`config.mk`:
```
export PLATFORM = sky130hd
export DESIGN_NAME = branch_resolve_predict
export DESIGN_NICKNAME = d
export VERILOG_FILES = /design/src/rtl/branch_resolve_predict_pkg.sv /design/src/rtl/branch_resolve_predict_sat_counter.sv /design/src/rtl/branch_resolve_predict.sv
export SDC_FILE = /design/constraint.sdc
export NUM_CORES = 1
export LEC_CHECK = 0
export ABC_AREA = 0
export ABC_CLOCK_PERIOD_IN_PS = 2400
export CORE_ASPECT_RATIO = 1.5
export CORE_MARGIN = 3
export CORE_UTILIZATION = 35
export CTS_CLUSTER_SIZE = 25
export DETAILED_ROUTE_END_ITERATION = 10
export PLACE_DENSITY = 0.68
export SYNTH_ARGS = -nofsm -noshare
export SYNTH_HDL_FRONTEND = slang
export SYNTH_SLANG_ARGS = --single-unit
```
`constraint.sdc`:
```
create_clock -name clk -period 2.4 [get_ports clk]
set_clock_uncertainty 0.2 [all_clocks]
set_input_delay 0.48 -clock clk [delete_from_list [all_inputs] [get_ports clk]]
set_output_delay 0.48 -clock clk [all_outputs]
set_load 0.02 [all_outputs]
```
`src/rtl/branch_resolve_predict_pkg.sv`:
```
// -----------------------------------------------------------------------------
// branch_resolve_predict_pkg
//   Shared definitions for the branch resolve / predict block:
//     - br_op_e   : 3-bit branch-op encoding carried down to EX
//     - ctr_init(): weakly-not-taken reset value for a counter of a given width
// -----------------------------------------------------------------------------
package branch_resolve_predict_pkg;

    typedef enum logic [2:0] {
        BR_NONE = 3'b000,
        BR_BEQ  = 3'b001,
        BR_BNE  = 3'b010,
        BR_BLEZ = 3'b011,
        BR_BGTZ = 3'b100
    } br_op_e;

    // Weakly-not-taken: the largest value whose MSB is still 0.
    // For a 1-bit counter this collapses to 0.
    function automatic int unsigned ctr_init(input int unsigned width);
        return (32'd1 << (width - 1)) - 32'd1;
    endfunction

endpackage

```
`src/rtl/branch_resolve_predict_sat_counter.sv`:
```
// -----------------------------------------------------------------------------
// sat_counter
//   WIDTH-bit saturating up/down counter with synchronous active-low reset
//   to INIT. One instance is one entry of the branch history table.
//
//   Ports:
//     clk_i    in   clock, rising edge
//     rst_ni   in   synchronous active-low reset (loads INIT)
//     en_i     in   count this cycle
//     up_i     in   1 = increment, 0 = decrement
//     count_o  out  current counter value
// -----------------------------------------------------------------------------
module sat_counter #(
    parameter int unsigned          WIDTH = 2,
    parameter logic [WIDTH-1:0]     INIT  = '0
) (
    input  logic             clk_i,
    input  logic             rst_ni,
    input  logic             en_i,
    input  logic             up_i,
    output logic [WIDTH-1:0] count_o
);

    logic [WIDTH-1:0] count_q;
    logic [WIDTH-1:0] count_d;

    // Saturate at both ends; never wrap.
    always_comb begin
        count_d = count_q;
        if (en_i) begin
            if (up_i) begin
                if (count_q != {WIDTH{1'b1}}) count_d = count_q + 1'b1;
            end else begin
                if (count_q != {WIDTH{1'b0}}) count_d = count_q - 1'b1;
            end
        end
    end

    // Reset wins over a pending enable.
    always_ff @(posedge clk_i) begin
        if (!rst_ni) count_q <= INIT;
        else         count_q <= count_d;
    end

    assign count_o = count_q;

endmodule

```
`src/rtl/branch_resolve_predict.sv`:
```
// -----------------------------------------------------------------------------
// branch_resolve_predict
//   Resolves BEQ/BNE/BLEZ/BGTZ in EX, drives the PC-mux branch select, and
//   keeps a PC-indexed table of saturating counters that predicts taken /
//   not-taken for the instruction being fetched.
//
//   Optional build macro: BRANCH_STATS_EN adds stat_branches and
//   stat_mispredicts (32-bit saturating event counters).
//
//   Ports:
//     clk            in   clock, rising edge
//     reset          in   synchronous active-low reset
//     if_pc          in   PC being fetched
//     pred_taken     out  prediction for if_pc (combinational, no bypass)
//     ex_valid       in   EX holds a valid instruction
//     ex_stall       in   EX frozen this cycle
//     ex_branch_op   in   br_op_e encoding; unknown codes act as BR_NONE
//     ex_zero        in   ALU result == 0
//     ex_negative    in   ALU result sign bit
//     ex_pc          in   PC of the instruction in EX
//     ex_pred_taken  in   prediction that travelled with the branch
//     branch_taken   out  resolved outcome (branch mux select)
//     mispredict     out  IF/ID flush request
//     stat_branches     out  (BRANCH_STATS_EN) count of table updates
//     stat_mispredicts  out  (BRANCH_STATS_EN) count of mispredicts
//
//   EX qualification: a branch resolves whenever ex_valid is high and the op
//   is legal, so branch_taken is live even under a stall. It only "commits"
//   (table update, mispredict, stats) in a cycle where ex_stall is low, so a
//   branch held for several cycles is counted exactly once.
// -----------------------------------------------------------------------------
module branch_resolve_predict
    import branch_resolve_predict_pkg::*;
#(
    parameter int unsigned PC_WIDTH    = 32,
    parameter int unsigned BHT_ENTRIES = 16,
    parameter int unsigned CTR_WIDTH   = 2
) (
    input  logic                clk,
    input  logic                reset,
    input  logic [PC_WIDTH-1:0] if_pc,
    output logic                pred_taken,
    input  logic                ex_valid,
    input  logic                ex_stall,
    input  logic [2:0]          ex_branch_op,
    input  logic                ex_zero,
    input  logic                ex_negative,
    input  logic [PC_WIDTH-1:0] ex_pc,
    input  logic                ex_pred_taken,
    output logic                branch_taken,
    output logic                mispredict
`ifdef BRANCH_STATS_EN
    ,
    output logic [31:0]         stat_branches,
    output logic [31:0]         stat_mispredicts
`endif
);

    localparam int unsigned IDX = $clog2(BHT_ENTRIES);
    localparam logic [CTR_WIDTH-1:0] CTR_RST = CTR_WIDTH'(ctr_init(CTR_WIDTH));

    generate
        if (BHT_ENTRIES < 2 || (BHT_ENTRIES & (BHT_ENTRIES - 1)) != 0) begin : g_bad_entries
            $error("BHT_ENTRIES must be a power of two and at least 2");
        end
        if (CTR_WIDTH < 1 || CTR_WIDTH > 4) begin : g_bad_ctr
            $error("CTR_WIDTH must be in 1..4");
        end
    endgenerate

    // ------------------------------------------------------------------
    // Resolution
    // ------------------------------------------------------------------
    br_op_e op;
    logic   op_valid;
    logic   outcome;
    logic   commit;

    assign op = br_op_e'(ex_branch_op);

    always_comb begin
        op_valid = 1'b0;
        outcome  = 1'b0;
        case (op)
            BR_BEQ:  begin op_valid = 1'b1; outcome = ex_zero;                 end
            BR_BNE:  begin op_valid = 1'b1; outcome = !ex_zero;                end
            BR_BLEZ: begin op_valid = 1'b1; outcome = ex_zero | ex_negative;   end
            BR_BGTZ: begin op_valid = 1'b1; outcome = !ex_zero & !ex_negative; end
            default: begin op_valid = 1'b0; outcome = 1'b0;                    end
        endcase
    end

    assign branch_taken = ex_valid & op_valid & outcome;
    assign commit       = ex_valid & op_valid & !ex_stall;
    assign mispredict   = commit & (branch_taken != ex_pred_taken);

    // ------------------------------------------------------------------
    // Counter table
    // ------------------------------------------------------------------
    logic [IDX-1:0]                        if_idx;
    logic [IDX-1:0]                        ex_idx;
    logic [BHT_ENTRIES-1:0][CTR_WIDTH-1:0] ctr_val;

    // Word-aligned PCs: the two low bits never select an entry.
    assign if_idx = if_pc[IDX+1:2];
    assign ex_idx = ex_pc[IDX+1:2];

    for (genvar i = 0; i < BHT_ENTRIES; i++) begin : g_bht
        sat_counter #(
            .WIDTH (CTR_WIDTH),
            .INIT  (CTR_RST)
        ) u_ctr (
            .clk_i   (clk),
            .rst_ni  (reset),
            .en_i    (commit && (ex_idx == IDX'(i))),
            .up_i    (branch_taken),
            .count_o (ctr_val[i])
        );
    end

    // Reads see the registered value only; a same-cycle update to the same
    // entry becomes visible on the next cycle.
    assign pred_taken = ctr_val[if_idx][CTR_WIDTH-1];

    // Bits that intentionally play no part in indexing or prediction.
    logic unused_bits;
    assign unused_bits = ^{if_pc[1:0], if_pc[PC_WIDTH-1:IDX+2],
                           ex_pc[1:0], ex_pc[PC_WIDTH-1:IDX+2], ctr_val};

`ifdef BRANCH_STATS_EN
    // ------------------------------------------------------------------
    // Event counters, saturating at all-ones
    // ------------------------------------------------------------------
    logic [31:0] stat_br_q, stat_br_d;
    logic [31:0] stat_mp_q, stat_mp_d;

    always_comb begin
        stat_br_d = stat_br_q;
        stat_mp_d = stat_mp_q;
        if (commit && stat_br_q != 32'hFFFF_FFFF)     stat_br_d = stat_br_q + 32'd1;
        if (mispredict && stat_mp_q != 32'hFFFF_FFFF) stat_mp_d = stat_mp_q + 32'd1;
    end

    always_ff @(posedge clk) begin
        if (!reset) begin
            stat_br_q <= '0;
            stat_mp_q <= '0;
        end else begin
            stat_br_q <= stat_br_d;
            stat_mp_q <= stat_mp_d;
        end
    end

    assign stat_branches    = stat_br_q;
    assign stat_mispredicts = stat_mp_q;
`endif

endmodule

```
* After elaboration in Yosys (flattened, before gate mapping)
Index checks and enable logic that the tools add are counted. W data, S select, Z words.
Word-level totals: bits in registers 32, input bits 74, output and inout bits 3, word-level logic and storage cells 228
Cells by class: add/subtract/negate cells 32, order comparisons 1, eq/ne operators 52, multiplexer cells 52, bitwise operators 6, reduce and logical (&&, ||, !) cells 69
Operator list (count):
- $mux W2 | 49
- $reduce_bool A2 Y1 | 32
- $reduce_and A3 Y1 | 16
- $add A2 B1 Y2 const B | 16
- $eq A4 B4 Y1 const B | 8
- $ne A2 B1 Y1 const B | 16
- $ne A2 B2 Y1 const B | 16
- $sub A2 B1 Y2 const B | 16
- $eq A4 B3 Y1 const B | 4
- $logic_and A1 B1 Y1 | 16
- $bmux W2 S4 | 1
- $eq A4 B2 Y1 const B | 2
- $eq A3 B2 Y1 const B | 2
- $and A1 B1 Y1 | 5
- $lt A4 B5 Y1 const B | 1
- $eq A4 B1 Y1 const B | 1
- $logic_not A4 Y1 | 1
- $pmux W1 S4 | 1
- $reduce_or A4 Y1 | 1
- $eq A3 B1 Y1 const B | 1
- $eq A3 B3 Y1 const B | 1
- $logic_not A1 Y1 | 3
- $mux W1 | 1
- $ne A1 B1 Y1 | 1
- $or A1 B1 Y1 | 1

* Longest topological paths before layout
depth after elaboration 7, mapped depth 6, depth with buffers taken out 4

* Cells and area by module
Synthesis repeated with hierarchy kept, for this count alone.
Second synthesis, totals: cell total of the unflattened synthesis 251, area, all modules 1876.8 sq um
Modules (own cells, without submodules):
- sat_counter | instances 16, cells each 13, area each 96.3 sq um, sequential area each 40.0 sq um
- branch_resolve_predict | instances 1, cells each 43, area each 335.3 sq um, sequential area each 0.0 sq um

* Worst setup path after synthesis
OpenSTA, ideal clock, no wires.
path type in2out, start input port ex_negative, end output port mispredict, arrival 1703 ps, required time 1720 ps, slack 17 ps, stages on the path 6, buffers on the path 2, cells stage by stage nand2b_1 > a311o_1 > buf_6 > buf_6 > and3_1 > nor3_2
Between the ends: word-level cells in the longest chain between the ends 6, elaborated cells between the ends (all ways) 7, classes of those cells eq/ne (1); mux (1); bitwise (4); reduce/logical (1)
RTL lines:
- start: declaration | line branch_resolve_predict.sv:47 | input logic ex_negative,
- $logic_not A1 Y1 | line branch_resolve_predict.sv:88 | BR_BGTZ: begin op_valid = 1'b1; outcome = !ex_zero & !ex_negative; end
- $and A1 B1 Y1 | line branch_resolve_predict.sv:88
- $pmux W1 S4 * | line branch_resolve_predict.sv:84 | case (op)
- $and A1 B1 Y1 * | line branch_resolve_predict.sv:93 | assign branch_taken = ex_valid & op_valid & outcome;
- $ne A1 B1 Y1 * | line branch_resolve_predict.sv:95 | assign mispredict = commit & (branch_taken != ex_pred_taken);
- $and A1 B1 Y1 * | line branch_resolve_predict.sv:95
- end: declaration | line branch_resolve_predict.sv:51 | output logic mispredict
Every way passes the cells marked *; elsewhere a longest branch is shown, timed or not.

* Final worst setup path
start input port if_pc[3], end output port pred_taken
Between the ends: word-level cells in the longest chain between the ends 2
RTL lines:
- start: declaration | line branch_resolve_predict.sv:41 | input logic [PC_WIDTH-1:0] if_pc,
- $bmux W2 S4 | line branch_resolve_predict.sv:123 | assign pred_taken = ctr_val[if_idx][CTR_WIDTH-1];
- $mux W2 (implied by the code) | line branch_resolve_predict.sv:123
- end: declaration | line branch_resolve_predict.sv:42 | output logic pred_taken,
No other way between the ends. The select of a mux whose other input is x is not followed.

==> results.md <==
| Parameter | This run |
| --- | --- |
| Max Slew Vio Count | 0 |
| Grt ovf | 0 |
| Final antenna diode count | 0 |
| Arrival time of data at the critical path endpoint | 1.72 ns |
| Combinational cell fraction of total power | 0.221 |
| First-iteration detailed-routing DRC count | 267 |
| Max clock buf depth | 2 |
| Share of the yosys chip area belonging to registers | 0.252 |
| Net Sw Power | 388 uW |
| Flop-to-flop setup slack | 1.22 ns |
| Total of endpoints with negative setup slack in the final report | 0 |
| Setup repair after global routing missed its margin | yes |
| Netlist area before placement | 2550 sq um |
| Result of the run | finished, final reports clean |
| Net Count, Synth | 355 |
| DIE AREA | 8360 sq um |
| Worst vdd ir | 0.167 mV |
| Sequential Power Share | 0.458 |
| Site Rows | 37 |
| Power Density | 403 nW/um^2 |
| Clock tree from TritonCTS | built |
| Hold Buf Count CTS | 0 |
| Growth of design area from synthesis to finish | 22.8% |
| Kind of launch point of the worst setup path | primary input |
| Number of sinks driven by the clock tree | 32 |
| Category of the worst setup path capture point | primary output |
| Class of the tightest hold or removal check | flip-flop to flip-flop |
| Worst reg2reg endpoint | g_bht[13].u_ctr.count_o[0]$_SDFFE_PN1P_ |
| Average via count per standard cell | 5.97 |
| I/O pin count | 77 |
| Required arrival time at the worst endpoint | 1.72 ns |
| Worst Setup Path Type | primary input to primary output |
| Post-synthesis cell type count | 43 |
| CTS buffer count | 5 |
| Chip Width | 75.6 um |
| Setup TNS | 0 ns |
| Clock transition at path regs | 0.07 ns |
| Most common library cell in the layout ignoring fill and taps | sky130_fd_sc_hd__buf_4 |
| Starting density of the core | 0.367 |
| Shortest clock period the worst path allows after layout | 2.40 ns |
| Leakage power total | 0.00133 uW |
| Die Y-Extent | 110 um |
| Antenna violations before repair | 0 |
| Worst relative slew slack | 0.738 |
| Number of flip-flops in the largest register | 32 |
| Later-pin clock latency in the skew report | 0.29 ns |
| HPWL after detailed placement | 4450 um |
| Global router's overall resource usage | 0.154 |
| Slew @ Worst Pin | 0.393 ns |
| Min-Delay Path Depth | 2 |
| Largest driver fanout on the critical path | 3 |
| YS warnings | 0 |
| Share of layout cells above drive strength 1 | 0.316 |
| Placer Congestion | 0.843 |
| Post-route ant nets | 0 |
| Number of cells produced by synthesis | 281 |
| DR vias | 2431 |
| Final Routed Wirelength | 6280 um |
| Mean routed wirelength per cell | 15.4 um |
| Most used flip-flop cell after synthesis | sky130_fd_sc_hd__dfxtp_1 |
| Cell count of the worst reg-to-reg path | 5 |
| Internal Power | 872 uW |
| Total power | 1260 uW |
| Max-cap violation count | 0 |
| Clock H-tree levels | 2 |
| Hold path startpoint | g_bht[7].u_ctr.count_o[0]$_SDFFE_PN1P_ |
| Final-report hold violation count | 0 |
| Number of synthesized flops with an enable pin | 0 |
| Placeable core region | 6940 sq um |
| Clock tree root driver cell | sky130_fd_sc_hd__clkbuf_8 |
| Cell count after placement | 399 |
| Worst R2R Start | g_bht[13].u_ctr.count_o[1]$_SDFFE_PN0P_ |
| Buffers on Ports | 20 |
| Part of the power in the clock network | 0.321 |
| Fraction of power spent switching nets | 0.308 |
| DRC violation count after routing | 0 |
| Via count of the first global-routing pass | 2260 |
| Synth Area per Inst | 9.06 sq um |
| Number of standard cells in the final layout excluding fillers | 407 |
| Highest-count cells in the layout ignoring fill and taps | 45 x sky130_fd_sc_hd__buf_4, 28 x sky130_fd_sc_hd__dfxtp_1, 25 x sky130_fd_sc_hd__a311oi_1 |
| Fmax achieved | 417 MHz |
| Number of iterations in the first detailed-routing pass | 4 |
| Wire length of the first global-routing pass | 10400 um |
| Share of synthesized flip-flops with an asynchronous set or reset | 0 |
| Synth Register Bits | 32 |
| Endpoint, Worst Hold | g_bht[7].u_ctr.count_o[1]$_SDFFE_PN0P_ |
| Nets@finish | 403 |
| Share of the core filled with cells in the final layout | 0.450 |
| Final worst-path cycle share | 0.999 |
| Pin count of the biggest net entering global routing | 54 |
## cell type report
| type | instances | area (sq um) |
|---|---|---|
| Fill cell | 653 | 3820 |
| Multi-Input combinational cell | 201 | 1690 |
| Sequential cell | 32 | 646 |
| Timing Repair Buffer | 65 | 528 |
| Tap cell | 78 | 97.6 |
| Inverter | 24 | 90.1 |
| Clock buffer | 6 | 72.6 |
| Clock inverter | 1 | 5.00 |
## how the worst max path moves through the flow
stage / from / endpoint / slack [ns] / cells past startpoint
final: if_pc[3] / pred_taken / 0.003 / 4
after global routing: g_bht[7].u_ctr.count_o[1]$_SDFFE_PN0P_ / pred_taken / -0.03 / 3
after CTS: g_bht[7].u_ctr.count_o[1]$_SDFFE_PN0P_ / pred_taken / -0.009 / 3
after detailed placement: if_pc[3] / pred_taken / -0.89 / 4
after global placement: if_pc[3] / pred_taken / -0.88 / 4
after floorplan: ex_negative / mispredict / 0.02 / 6
## per-layer routing
| layer | wire (um) | track usage |
|---|---|---|
| met1 | 2700 | 0.190 |
| met2 | 3200 | 0.259 |
| met3 | 206 | 0.0200 |
| met4 | 174 | 0.0677 |
| met5 | 0 | 0 |
## per-stage QoR
step	setup slack (ns)	cell area [sq um]	hold WS, ns
finish	0.00317	3130	0.344
global route	-0.0335	3130	0.376
CTS	-0.00918	3110	0.342
detailed placement	-0.885	3030	0.340
global placement	-0.876	3030	0.325
floorplan	0.0166	2550	0.280
## power groups by stage
stage | Combinational [uW] | Clock (uW) | Sequential, uW
after CTS | 274 | 414 | 577
after global routing | 303 | 430 | 583
after detailed placement | 275 | 0 | 589
after floorplan | 180 | 0 | 585
final | 279 | 404 | 577
after global placement | 268 | 0 | 588
## cell families after synthesis
logic type             after synthesis  synth area share
buffers and inverters               48             0.101
and+or+nand+nor                     99             0.257
AOI/OAI and AO/OA                   81             0.283
DFF                                 32             0.252
muxes                               21             0.107
## critical path, stage by stage
cell and delay [ns]:
sky130_fd_sc_hd__buf_4 0.11, sky130_fd_sc_hd__mux4_2 0.48, sky130_fd_sc_hd__mux4_2 0.50, sky130_fd_sc_hd__buf_6 0.15
## cell usage after synthesis, types with 6 or more instances
cell type / instances / share of area
sky130_fd_sc_hd__a221oi_2: 10 / 0.059
sky130_fd_sc_hd__a311oi_1: 25 / 0.086
sky130_fd_sc_hd__a311oi_2: 6 / 0.035
sky130_fd_sc_hd__buf_6: 8 / 0.035
sky130_fd_sc_hd__clkbuf_1: 9 / 0.013
sky130_fd_sc_hd__dfxtp_1: 32 / 0.25
sky130_fd_sc_hd__inv_1: 22 / 0.032
sky130_fd_sc_hd__mux2i_1: 16 / 0.063
sky130_fd_sc_hd__nand2_1: 15 / 0.022
sky130_fd_sc_hd__nand2b_1: 9 / 0.022
sky130_fd_sc_hd__nand3b_1: 15 / 0.044
sky130_fd_sc_hd__nand4_1: 11 / 0.027
sky130_fd_sc_hd__nor2_1: 21 / 0.031
sky130_fd_sc_hd__o21ai_0: 16 / 0.031
sky130_fd_sc_hd__o31ai_1: 8 / 0.024
## what timing repair did
item                                    4_1_cts  5_1_grt
setup buffers                                 1        0
endpoints found under the setup margin        3        2
resized for setup                            37       11
pin swaps                                     3        2
(Power assumes the default switching activity.)
